## src/rtl/mem_port_arbiter.sv

```systemverilog
// Shares one single-port fixed-latency word memory between instruction fetch and the load/store stage.
// Each access runs ISSUE -> WAIT -> RESP; MEM wins arbitration unless IF has been starved too long.
module mem_port_arbiter #(
  parameter int MEM_LAT      = 1,
  parameter int ADDR_W       = 16,
  parameter int STARVE_LIMIT = 3
) (
  input  logic              i_clk,
  input  logic              i_rst_n,
  input  logic              i_if_req,
  input  logic [31:0]       i_if_addr,
  output logic              o_if_gnt,
  output logic              o_if_rvalid,
  output logic [31:0]       o_if_rdata,
  input  logic              i_d_req,
  input  logic              i_d_we,
  input  logic [31:0]       i_d_addr,
  input  logic [31:0]       i_d_wdata,
  output logic              o_d_gnt,
  output logic              o_d_rvalid,
  output logic [31:0]       o_d_rdata,
  output logic              o_stall_if,
  output logic              o_stall_mem,
  output logic              o_mem_en,
  output logic              o_mem_we,
  output logic [ADDR_W-1:0] o_mem_addr,
  output logic [31:0]       o_mem_wdata,
  input  logic [31:0]       i_mem_rdata
);

  localparam int CNT_W = (MEM_LAT > 1) ? $clog2(MEM_LAT) : 1;
  localparam int STV_W = $clog2(STARVE_LIMIT + 1);

  typedef enum logic [1:0] {S_IDLE, S_ISSUE, S_WAIT, S_RESP} state_t;

  state_t              r_state;
  logic                r_own_d;
  logic [CNT_W-1:0]    r_cnt;
  logic [STV_W-1:0]    r_starve;
  logic                r_mem_en;
  logic                r_mem_we;
  logic [ADDR_W-1:0]   r_mem_addr;
  logic [31:0]         r_mem_wdata;
  logic                r_if_rvalid;
  logic                r_d_rvalid;
  logic [31:0]         r_if_rdata;
  logic [31:0]         r_d_rdata;

  logic w_arb;
  logic w_starved;
  logic w_pick_if;
  logic w_if_gnt;
  logic w_d_gnt;
  logic w_unused;

  // Grants are combinational and only offered in IDLE/RESP; held off while reset is asserted.
  assign w_arb     = i_rst_n & ((r_state == S_IDLE) | (r_state == S_RESP));
  assign w_starved = (r_starve == STV_W'(STARVE_LIMIT));
  assign w_pick_if = i_if_req & (~i_d_req | w_starved);
  assign w_if_gnt  = w_arb & w_pick_if;
  assign w_d_gnt   = w_arb & i_d_req & ~w_pick_if;

  assign w_unused  = ^{i_if_addr[1:0], i_if_addr[31:ADDR_W+2], i_d_addr[1:0], i_d_addr[31:ADDR_W+2]};

  always_ff @(posedge i_clk or negedge i_rst_n) begin
    if (!i_rst_n) begin
      r_state     <= S_IDLE;
      r_own_d     <= 1'b0;
      r_cnt       <= '0;
      r_starve    <= '0;
      r_mem_en    <= 1'b0;
      r_mem_we    <= 1'b0;
      r_mem_addr  <= '0;
      r_mem_wdata <= '0;
      r_if_rvalid <= 1'b0;
      r_d_rvalid  <= 1'b0;
      r_if_rdata  <= '0;
      r_d_rdata   <= '0;
    end else begin
      r_mem_en    <= 1'b0;
      r_if_rvalid <= 1'b0;
      r_d_rvalid  <= 1'b0;
      if (w_arb) begin
        if (w_if_gnt || !i_if_req)
          r_starve <= '0;
        else if (w_d_gnt && !w_starved)
          r_starve <= r_starve + 1'b1;
      end
      case (r_state)
        S_IDLE, S_RESP: begin
          if (w_if_gnt || w_d_gnt) begin
            r_state    <= S_ISSUE;
            r_own_d    <= w_d_gnt;
            r_mem_en   <= 1'b1;
            r_mem_we   <= w_d_gnt & i_d_we;
            r_mem_addr <= w_d_gnt ? i_d_addr[ADDR_W+1:2] : i_if_addr[ADDR_W+1:2];
            if (w_d_gnt)
              r_mem_wdata <= i_d_wdata;
          end else begin
            r_state <= S_IDLE;
          end
        end
        S_ISSUE: begin
          r_state <= S_WAIT;
          r_cnt   <= CNT_W'(MEM_LAT - 1);
        end
        S_WAIT: begin
          // Memory word is valid exactly when the countdown reaches zero.
          if (r_cnt == '0) begin
            r_state <= S_RESP;
            if (r_own_d) begin
              r_d_rvalid <= 1'b1;
              if (!r_mem_we)
                r_d_rdata <= i_mem_rdata;
            end else begin
              r_if_rvalid <= 1'b1;
              r_if_rdata  <= i_mem_rdata;
            end
          end else begin
            r_cnt <= r_cnt - 1'b1;
          end
        end
        default: r_state <= S_IDLE;
      endcase
    end
  end

  assign o_if_gnt    = w_if_gnt;
  assign o_d_gnt     = w_d_gnt;
  assign o_if_rvalid = r_if_rvalid;
  assign o_d_rvalid  = r_d_rvalid;
  assign o_if_rdata  = r_if_rdata;
  assign o_d_rdata   = r_d_rdata;
  assign o_stall_if  = i_if_req & ~r_if_rvalid;
  assign o_stall_mem = i_d_req & ~r_d_rvalid;
  assign o_mem_en    = r_mem_en;
  assign o_mem_we    = r_mem_we;
  assign o_mem_addr  = r_mem_addr;
  assign o_mem_wdata = r_mem_wdata;

endmodule

```

## config.mk

```make
export PLATFORM = sky130hd
export DESIGN_NAME = mem_port_arbiter
export DESIGN_NICKNAME = d
export VERILOG_FILES = /design/src/rtl/mem_port_arbiter.sv
export SDC_FILE = /design/constraint.sdc
export NUM_CORES = 1
export LEC_CHECK = 0
export CAP_MARGIN = 20
export CORE_MARGIN = 2
export CORE_UTILIZATION = 37
export CTS_BUF_LIST = sky130_fd_sc_hd__clkbuf_4
export CTS_CLUSTER_SIZE = 10
export DETAILED_ROUTE_END_ITERATION = 10
export PLACE_DENSITY_LB_ADDON = 0.1
export SYNTH_ARGS = -nofsm -noshare
export SYNTH_HDL_FRONTEND = slang
export SYNTH_SLANG_ARGS = --single-unit
```

## constraint.sdc

```tcl
create_clock -name i_clk -period 2.2 [get_ports i_clk]
set_input_delay 0.55 -clock i_clk [delete_from_list [all_inputs] [get_ports i_clk]]
set_output_delay 0.55 -clock i_clk [all_outputs]
set_load 0.1 [all_outputs]
```

==> results_dict.tcl, run 1 <==
set metrics [dict create \
    fin_crit_ns 2.437 \
    grt_use_total 0.1823 \
    max_stage_delay_ns 0.40 \
    postCtsHoldBufs 0 \
    arrival_ns 1.89 \
    tightest_slew_ns 0.9071 \
    area.growth.synth_to_final_pct 51.09 \
    whs_ns 0.05768 \
    hold_viol 0 \
    cp_slowest_cell "dfrtp_1" \
    synthAdderAreaFrac 0.005119 \
    cp_max_fo 2 \
    hpwl_um 8617 \
    cts-root-buf "clkbuf_4" \
    io_buffers 220 \
    hold_path.class "input port to async pin" \
    yosysSeqAreaShare 0.6194 \
    grt_pass1_wl_um 19950 \
    clock-sinks 121 \
    yosys-mux-area-fraction 0.2426 \
    vias_per_cell 4.752 \
    gp_congestion 0.7650 \
    drt-total-wl_um 12480 \
    fmaxAchievable_ghz 0.4104 \
    path_class "flop to primary output" \
    cp-end-kind "primary output" \
    pre_cts_ws_ns -0.2287 \
    worstSkewPairLatency_ns 0.52 \
    ys.warnings.count 0 \
    io_pins 253 \
    fin_crit_sh 1.108 \
    setup_ws_ns -0.2367 \
    crit_path_start "r_state[1]" \
    die_y_um 118.9 \
    cts_tree "built" \
    antenna_cells 0 \
    placed_cell_area_um2 7107 \
    synth_compound_area_frac 0.05733 \
    vias 3583 \
    grt_pass1_vias 3767 \
    startpoint_type "flop" \
    coreArea_um2 12770 \
    fp.dieW_um 118.9 \
    worstPathCellList "ha_4 -> nand2_4 -> or3_4 -> inv_8 -> buf_12" \
    synth_top_family_by_area "multiplexers" \
    start_util 0.3827 \
    slew_violations 0 \
    die_area_um2 14150 \
    r2r-start "r_state[1]" \
    crit_required_ns 1.65 \
    drtIter0Drc 144 \
    cts_max_level 4 \
    finalSetupViolations 2 \
    slew_headroom 0.3953 \
    dr.pass1.iters 7 \
    numCtsBuffers 17 \
    syn_inst 328 \
    synthesis.nets 463 \
    clock_skew_ns 0.008719 \
    violations "setup timing" \
    synth_seq_cells 121 \
    syn_area_per_cell_um2 14.90 \
    antenna_found_initial 0 \
    status "finished, violations left" \
    synthDistinctLibCells 24 \
    path_clk_slew_ns 0.10 \
    fin_area_um2 7386 \
    layout.nets 706 \
    grt_max_degree 73 \
    clockBufferDepth 2 \
    rsz0062_at_grt "true" \
    drc 0 \
    synth_simple_gate_area_frac 0.02969 \
    drtAntennaViolNets 0 \
    drive_gt1_frac 0.4794 \
    grt_overflow 0 \
    row_count 41 \
    drv_cap 0 \
    reg2reg_setup_slack_ns 0.21 \
    wl_per_cell_um 16.55 \
    synthXorXnorAreaFrac 0 \
    synth_area_um2 4888 \
]
==> synth_stat cells, drive strengths merged <==
cell type / number / area share
dfrtp: 121 / 0.62
mux2: 96 / 0.24
o211ai: 33 / 0.052
inv: 21 / 0.018
nand2: 21 / 0.016
buf: 10 / 0.022
clkbuf: 7 / 0.0054
nand3: 3 / 0.0031
nor2: 3 / 0.0023
and2: 2 / 0.0031
ha: 2 / 0.0051
nor2b: 2 / 0.0026
o21ai: 2 / 0.0020
a22o: 1 / 0.0018
clkinv: 1 / 0.00077
nand2b: 1 / 0.0013
o41ai: 1 / 0.0018
or3: 1 / 0.0013
==> kinds of logic (layout without fill, tap and decap cells) <==
kind of cell    after synthesis  count (layout)
buf+inv                      39             293
flops                       121             121
fa+ha+maj                     2               2
compound gates               37              37
mux                          96              96
simple gates                 33              33
==> critical path: cells and delay by family (launching register included) <==
family	cells	cell delay, ns
AND/OR/NAND/NOR	2	0.44
flip-flops	1	0.40
adder cells (fa/ha/maj)	1	0.29
buffers and inverters	2	0.23
==> placed cells by master (no fill, tap or decap), drive strengths merged <==
master / Yosys / layout
o41ai: 1 / 1
clkbuf: 7 / 24
ha: 2 / 2
o211ai: 33 / 33
o21ai: 2 / 2
nand2b: 1 / 1
or3: 1 / 1
nor2: 3 / 3
nand3: 3 / 3
inv: 21 / 21
nand2: 21 / 21
dfrtp: 121 / 121
clkinv: 1 / 7
mux2: 96 / 96
and2: 2 / 2
clkdlybuf4s50: 0 / 99
nor2b: 2 / 2
a22o: 1 / 1
buf: 10 / 142
==> final cells by class <==
class                   instances  area, µm²
multi-input cells             168       1697
well taps                     172      215.2
clock buffers                  24      180.2
clock inverters                 6      27.53
repair buffers                241       2148
flip-flops and latches        121       3028
inverters                      22      90.09
fillers                      1053       5388
==> per-stage QoR <==
step	std cells	TNS (ns)	util
after floorplan	328	-0.03846	-
after global placement	720	-4.780	0.5564
after detailed placement	720	-5.534	0.5564
after CTS	753	-0.5102	0.5773
after global routing	754	-0.6556	0.5782
final	754	-0.4184	0.5782
==> path summary, 6_finish.rpt <==
kind,endpoint,cells after the start
setup / recovery,o_d_gnt,5
hold / removal,o_mem_addr[11],2
hold reg to reg,o_d_rdata[11],1
max in group asynchronous,o_d_rdata[15],3
setup reg to reg,o_mem_wdata[3],7
min in group i_clk,r_starve[0],4
==> timing repair <==
action	in CTS	in global routing
pin swaps	4	2
buffers inserted	3	1
gates resized for setup	7	1
setup endpoints to repair	2	2
==> layer usage <==
metal	global-route usage	vias up	routed length (µm)
li1	-	1639	-
met2	0.2827	155	5807
met5	0	-	0
met4	0.06399	0	170
met1	0.2291	1773	5390
met3	0.07615	16	1109
==> sequential cells by signal (all words and copies together), names as in the netlist <==
register and flops:
o_d_rvalid 1, r_starve 2, o_mem_en 1, r_own_d 1, r_state 2, o_if_rvalid 1
o_mem_addr 16, o_mem_we 1, o_if_rdata 32, o_d_rdata 32, o_mem_wdata 32
Power of run 1 is not shown: default switching activity piles up to over one toggle a cycle in this logic, so the estimate is an artifact.
==> run 2, diff against run 1 <==
--- a/config.mk
+++ b/config.mk
@@ -12,6 +12,7 @@
 export CTS_CLUSTER_SIZE = 10
 export DETAILED_ROUTE_END_ITERATION = 10
 export PLACE_DENSITY_LB_ADDON = 0.1
+export REMOVE_ABC_BUFFERS = 1
 export SYNTH_ARGS = -nofsm -noshare
 export SYNTH_HDL_FRONTEND = slang
 export SYNTH_SLANG_ARGS = --single-unit
==> run 2 against run 1 <==
  * Flip-flop and latch count did not move
  * Count of clock-buffer cells in the layout is 4 lower
  * Hold slack improved by 0.11 ns
  * Highest routed layer unchanged
  * Largest cell class unchanged
  * Fmax decreased by 0.25%
  * Final area rose by 2.2%
  * Non-clock buffer count increased by 8
  * Final cell count is 1.3% higher
  * Setup slack got worse by 0.0062 ns
  * The run still ends with setup timing left
  * Utilization increased by 1.3 points
==> results_dict.tcl, run 2 (same netlist as run 1, synthesis figures left out) <==
set metrics [dict create \
    cp-end-kind "primary output" \
    slew_headroom 0.5000 \
    status "finished, violations left" \
    finalSetupViolations 2 \
    die_area_um2 14150 \
    antenna_cells 0 \
    worstSkewPairLatency_ns 0.51 \
    violations "setup timing" \
    worstPathCellList "ha_2 -> and2_4 -> or3_4 -> inv_8 -> buf_12" \
    startpoint_type "flop" \
    clock_skew_ns 0.01113 \
    cts_max_level 4 \
    whs_ns 0.1684 \
    drv_cap 0 \
    vias 3570 \
    drc 0 \
    drtAntennaViolNets 0 \
    numCtsBuffers 17 \
    coreArea_um2 12770 \
    cp_max_fo 2 \
    fin_crit_sh 1.110 \
    vias_per_cell 4.673 \
    tightest_slew_ns 0.7500 \
    dr.pass1.iters 6 \
    rsz0062_at_grt "true" \
    drtIter0Drc 104 \
    clockBufferDepth 2 \
    slew_violations 0 \
    arrival_ns 1.89 \
    post-route-util 0.5908 \
    path_class "flop to primary output" \
    setup_ws_ns -0.2429 \
    gp_congestion 0.7552 \
    die_y_um 118.9 \
    io_buffers 220 \
    grt_pass1_vias 3890 \
    crit_family "simple AND/OR/NAND/NOR gates" \
    grt_max_degree 60 \
    critPathBufInv 2 \
    io_pins 253 \
    start_util 0.3827 \
    antenna_found_initial 0 \
    hold_viol 0 \
    path_clk_slew_ns 0.10 \
    cts_tree "built" \
    area.growth.synth_to_final_pct 54.36 \
    layout.nets 714 \
    row_count 41 \
    grt_overflow 0 \
    grt_use_total 0.1841 \
    fmaxAchievable_ghz 0.4093 \
    fill_cells 1073 \
    fin_crit_ns 2.443 \
    clock-sinks 121 \
    cp_slowest_cell "or3_4" \
    final_common_cell "buf_4" \
    hpwl_um 8554 \
    cts-root-buf "clkbuf_4" \
    drt-total-wl_um 12370 \
    grt_pass1_wl_um 20090 \
    drive_gt1_frac 0.4814 \
    hold_path.class "input port to async pin" \
    crit_required_ns 1.65 \
    mostFrequentLayoutCells "141 x buf_4, 121 x dfrtp_1, 99 x clkdlybuf4s50_1" \
    max_stage_delay_ns 0.42 \
    wl_per_cell_um 16.20 \
    fp.dieW_um 118.9 \
]
-- run 2: cell count changes in the layout (fill, tap and decap cells not counted), sizes merged --
cell | previous run | this run
buf | 142 | 149
bufinv | 0 | 4
clkbuf | 24 | 20
clkinv | 7 | 9
dlygate4sd3 | 0 | 1
-- run 2: worst register-to-register path: stages (launching register included) --
cell     delay, ns
dfrtp_1       0.39
ha_2          0.19
and2_4        0.13
or3_4         0.42
inv_8         0.08
buf_4         0.14
buf_4         0.22
mux2_2        0.36
-- run 2: stage by stage --
stage | cells | cell area [µm²] | TNS, ns | worst slack (ns)
final | 764 | 7546 | -0.2606 | -0.2429
after global placement | 722 | 7107 | -5.183 | -0.2258
after global routing | 764 | 7546 | -0.4883 | -0.3548
after floorplan | 311 | 4755 | -18.61 | -0.5607
after CTS | 759 | 7496 | -0.4774 | -0.3097
after detailed placement | 722 | 7107 | -5.068 | -0.2162
-- run 2: cell type report --
| class | instances | area, µm² | area share |
|---|---|---|---|
| sequential | 121 | 3028 | 0.4013 |
| timing repair buffer | 249 | 2211 | 0.2930 |
| multi-input combinational | 168 | 1697 | 0.2248 |
| tap | 172 | 215.2 | 0.02852 |
| clock inverter | 12 | 155.1 | 0.02056 |
| clock buffer | 20 | 150.1 | 0.01990 |
| inverter | 22 | 90.09 | 0.01194 |
-- run 2: metal layers --
layer	up-vias	global-route usage	routed length, µm
met3	23	0.05747	734
met4	0	0.09152	369
met2	128	0.3100	6332
met5	-	0	0
li1	1649	-	-
met1	1770	0.2117	4936
-- run 2: final timing paths --
kind | start | end | slack [ns] | cells past startpoint
worst max-delay path | r_starve[0] | o_d_gnt | -0.24 | 5
worst max register to register | r_starve[0] | o_mem_wdata[0] | 0.16 | 7
max in group asynchronous | i_rst_n | o_mem_addr[5] | 0.88 | 3
worst min register to register | r_starve[1] | r_starve[1] | 0.51 | 2
worst min-delay path | i_rst_n | o_if_rdata[12] | 0.17 | 2
min in group i_clk | i_rst_n | r_starve[1] | 0.38 | 3
-- run 2: timing repair --
item	in CTS	in global routing
buffers inserted	4	6
hold buffers	1	0
setup endpoints to repair	2	3
resized for setup	9	4
endpoints found under the hold margin	4	0
pin swaps	5	3
Power of run 2 is left out for the same reason.
==> run 3, diff against run 2 <==
--- a/config.mk
+++ b/config.mk
@@ -6,7 +6,7 @@
 export NUM_CORES = 1
 export LEC_CHECK = 0
 export CAP_MARGIN = 20
-export CORE_MARGIN = 2
+export CORE_MARGIN = 4
 export CORE_UTILIZATION = 37
 export CTS_BUF_LIST = sky130_fd_sc_hd__clkbuf_4
 export CTS_CLUSTER_SIZE = 10
==> run 3 against run 2 <==
  * The run still ends with setup timing left
  * Final area decreased by 1.4%
  * Clock skew down 0.0017 ns
  * Non-clock buffer count down 5
  * First-iteration DRC count is 13% higher
  * Critical endpoint unchanged
  * Final cell count decreased by 0.65%
  * Fmax shrank 0.76%
  * Hold slack worse by 0.023 ns
  * Largest cell class unchanged
==> results_dict.tcl, run 3 (same netlist as run 1, synthesis figures left out) <==
set metrics [dict create \
    worstSkewPairLatency_ns 0.52 \
    mostFrequentLayoutCells "138 x buf_4, 121 x dfrtp_1, 99 x clkdlybuf4s50_1" \
    antenna_found_initial 0 \
    violations "setup timing" \
    drv_cap 0 \
    clockBufferDepth 2 \
    cp-end-kind "primary output" \
    fin_crit_sh 1.119 \
    grt_use_total 0.1706 \
    clock_skew_ns 0.009384 \
    hpwl_um 9026 \
    slew_violations 0 \
    pre_cts_ws_ns -0.2203 \
    drive_gt1_frac 0.4821 \
    multi_input_area_um2 1694 \
    fmaxAchievable_ghz 0.4062 \
    grt_pass1_vias 3674 \
    post-route-util 0.5827 \
    drt-total-wl_um 12600 \
    drtAntennaViolNets 0 \
    finalSetupViolations 2 \
    grt_overflow 0 \
    fin_area_um2 7443 \
    cts_tree "built" \
    die_y_um 122.9 \
    crit_required_ns 1.65 \
    instances_no_fill 759 \
    placed_cell_area_um2 7087 \
    drtIter0Drc 118 \
    setup_ws_ns -0.2617 \
    fp.dieW_um 122.9 \
    layout.nets 709 \
    grt_pass1_wl_um 19330 \
    grt_max_degree 124 \
    fill_cells 1050 \
    start_util 0.3827 \
    die_area_um2 15120 \
    coreArea_um2 12770 \
    drc 0 \
    area.growth.synth_to_final_pct 52.27 \
    path_class "flop to primary output" \
    cts_max_level 4 \
    row_count 41 \
    slew_headroom 0.5478 \
    cts-root-buf "clkbuf_4" \
    clock-sinks 121 \
    vias_per_cell 4.574 \
    startpoint_type "flop" \
    hold_path.class "input port to async pin" \
    gp_congestion 0.7713 \
    dp.cells 721 \
    wl_per_cell_um 16.60 \
    reg2reg_setup_slack_ns 0.16 \
    cp_max_fo 2 \
    seq_area_um2 3028 \
    status "finished, violations left" \
    tightest_slew_ns 0.6784 \
    numCtsBuffers 17 \
    vias 3472 \
    fin_crit_ns 2.462 \
    final_common_cell "buf_4" \
    io_pins 253 \
    io_buffers 220 \
    path_clk_slew_ns 0.10 \
    arrival_ns 1.91 \
    dr.pass1.iters 4 \
    rsz0062_at_grt "true" \
    hold_viol 0 \
    antenna_cells 0 \
]
## run 3: cell types whose count changed in the layout (fill, tap and decap cells not counted)
cell	previous run	this run
buf_12	7	6
bufinv_16	4	2
nor2_2	0	1
nand2_2	0	1
nand2_4	1	0
clkinvlp_4	0	1
clkinv_2	4	5
inv_1	20	19
buf_4	141	138
inv_2	0	1
dlygate4sd3_1	1	0
nor2_1	1	0
## run 3: critical path, stage by stage, from the launching register on
cell and delay, ns:
dfrtp_1 0.40, ha_2 0.19, and2_4 0.13, or3_4 0.42
inv_8 0.08, buf_12 0.16
## run 3: layout make-up
type / instances / area share
clock buffers: 20 / 0.02017
clock inverters: 12 / 0.01446
inverters: 22 / 0.01210
multi-input cells: 168 / 0.2276
flip-flops and latches: 121 / 0.4068
well taps: 172 / 0.02891
repair buffers: 244 / 0.2900
## run 3: worst paths after layout
| kind | from | endpoint | depth (start not counted) |
|---|---|---|---|
| setup / recovery | r_starve[0] | o_d_gnt | 5 |
| hold / removal | i_rst_n | o_mem_wdata[12] | 2 |
| setup reg to reg | r_starve[0] | o_mem_wdata[18] | 7 |
| hold reg to reg | r_starve[1] | r_starve[1] | 2 |
| max in group asynchronous | i_rst_n | o_mem_addr[1] | 2 |
| min in group i_clk | i_rst_n | r_starve[1] | 3 |
## run 3: per-layer routing
metal / up-vias / part of all wire / GRT usage
li1: 1650 / - / -
met1: 1690 / 0.38 / 0.1894
met2: 116 / 0.53 / 0.2931
met3: 16 / 0.078 / 0.06908
met4: 0 / 0.014 / 0.06508
met5: - / 0 / 0
## run 3: what timing repair did
| item | 4_1_cts | 5_1_grt |
|---|---|---|
| hold buffers | 0 | 0 |
| gates resized for setup | 11 | 2 |
| setup endpoints to repair | 2 | 3 |
| setup buffers | 3 | 3 |
| gates cloned | 0 | 0 |
| pin swaps | 4 | 3 |
## run 3: metrics by stage
step | TNS, ns | hold WS, ns
floorplan | -18.61 | 0.2544
global placement | -5.872 | 0.4751
detailed placement | -6.127 | 0.4820
CTS | -0.4786 | 0.1531
global route | -0.5068 | 0.1689
finish | -0.2928 | 0.1456
Power of run 3 is left out for the same reason.
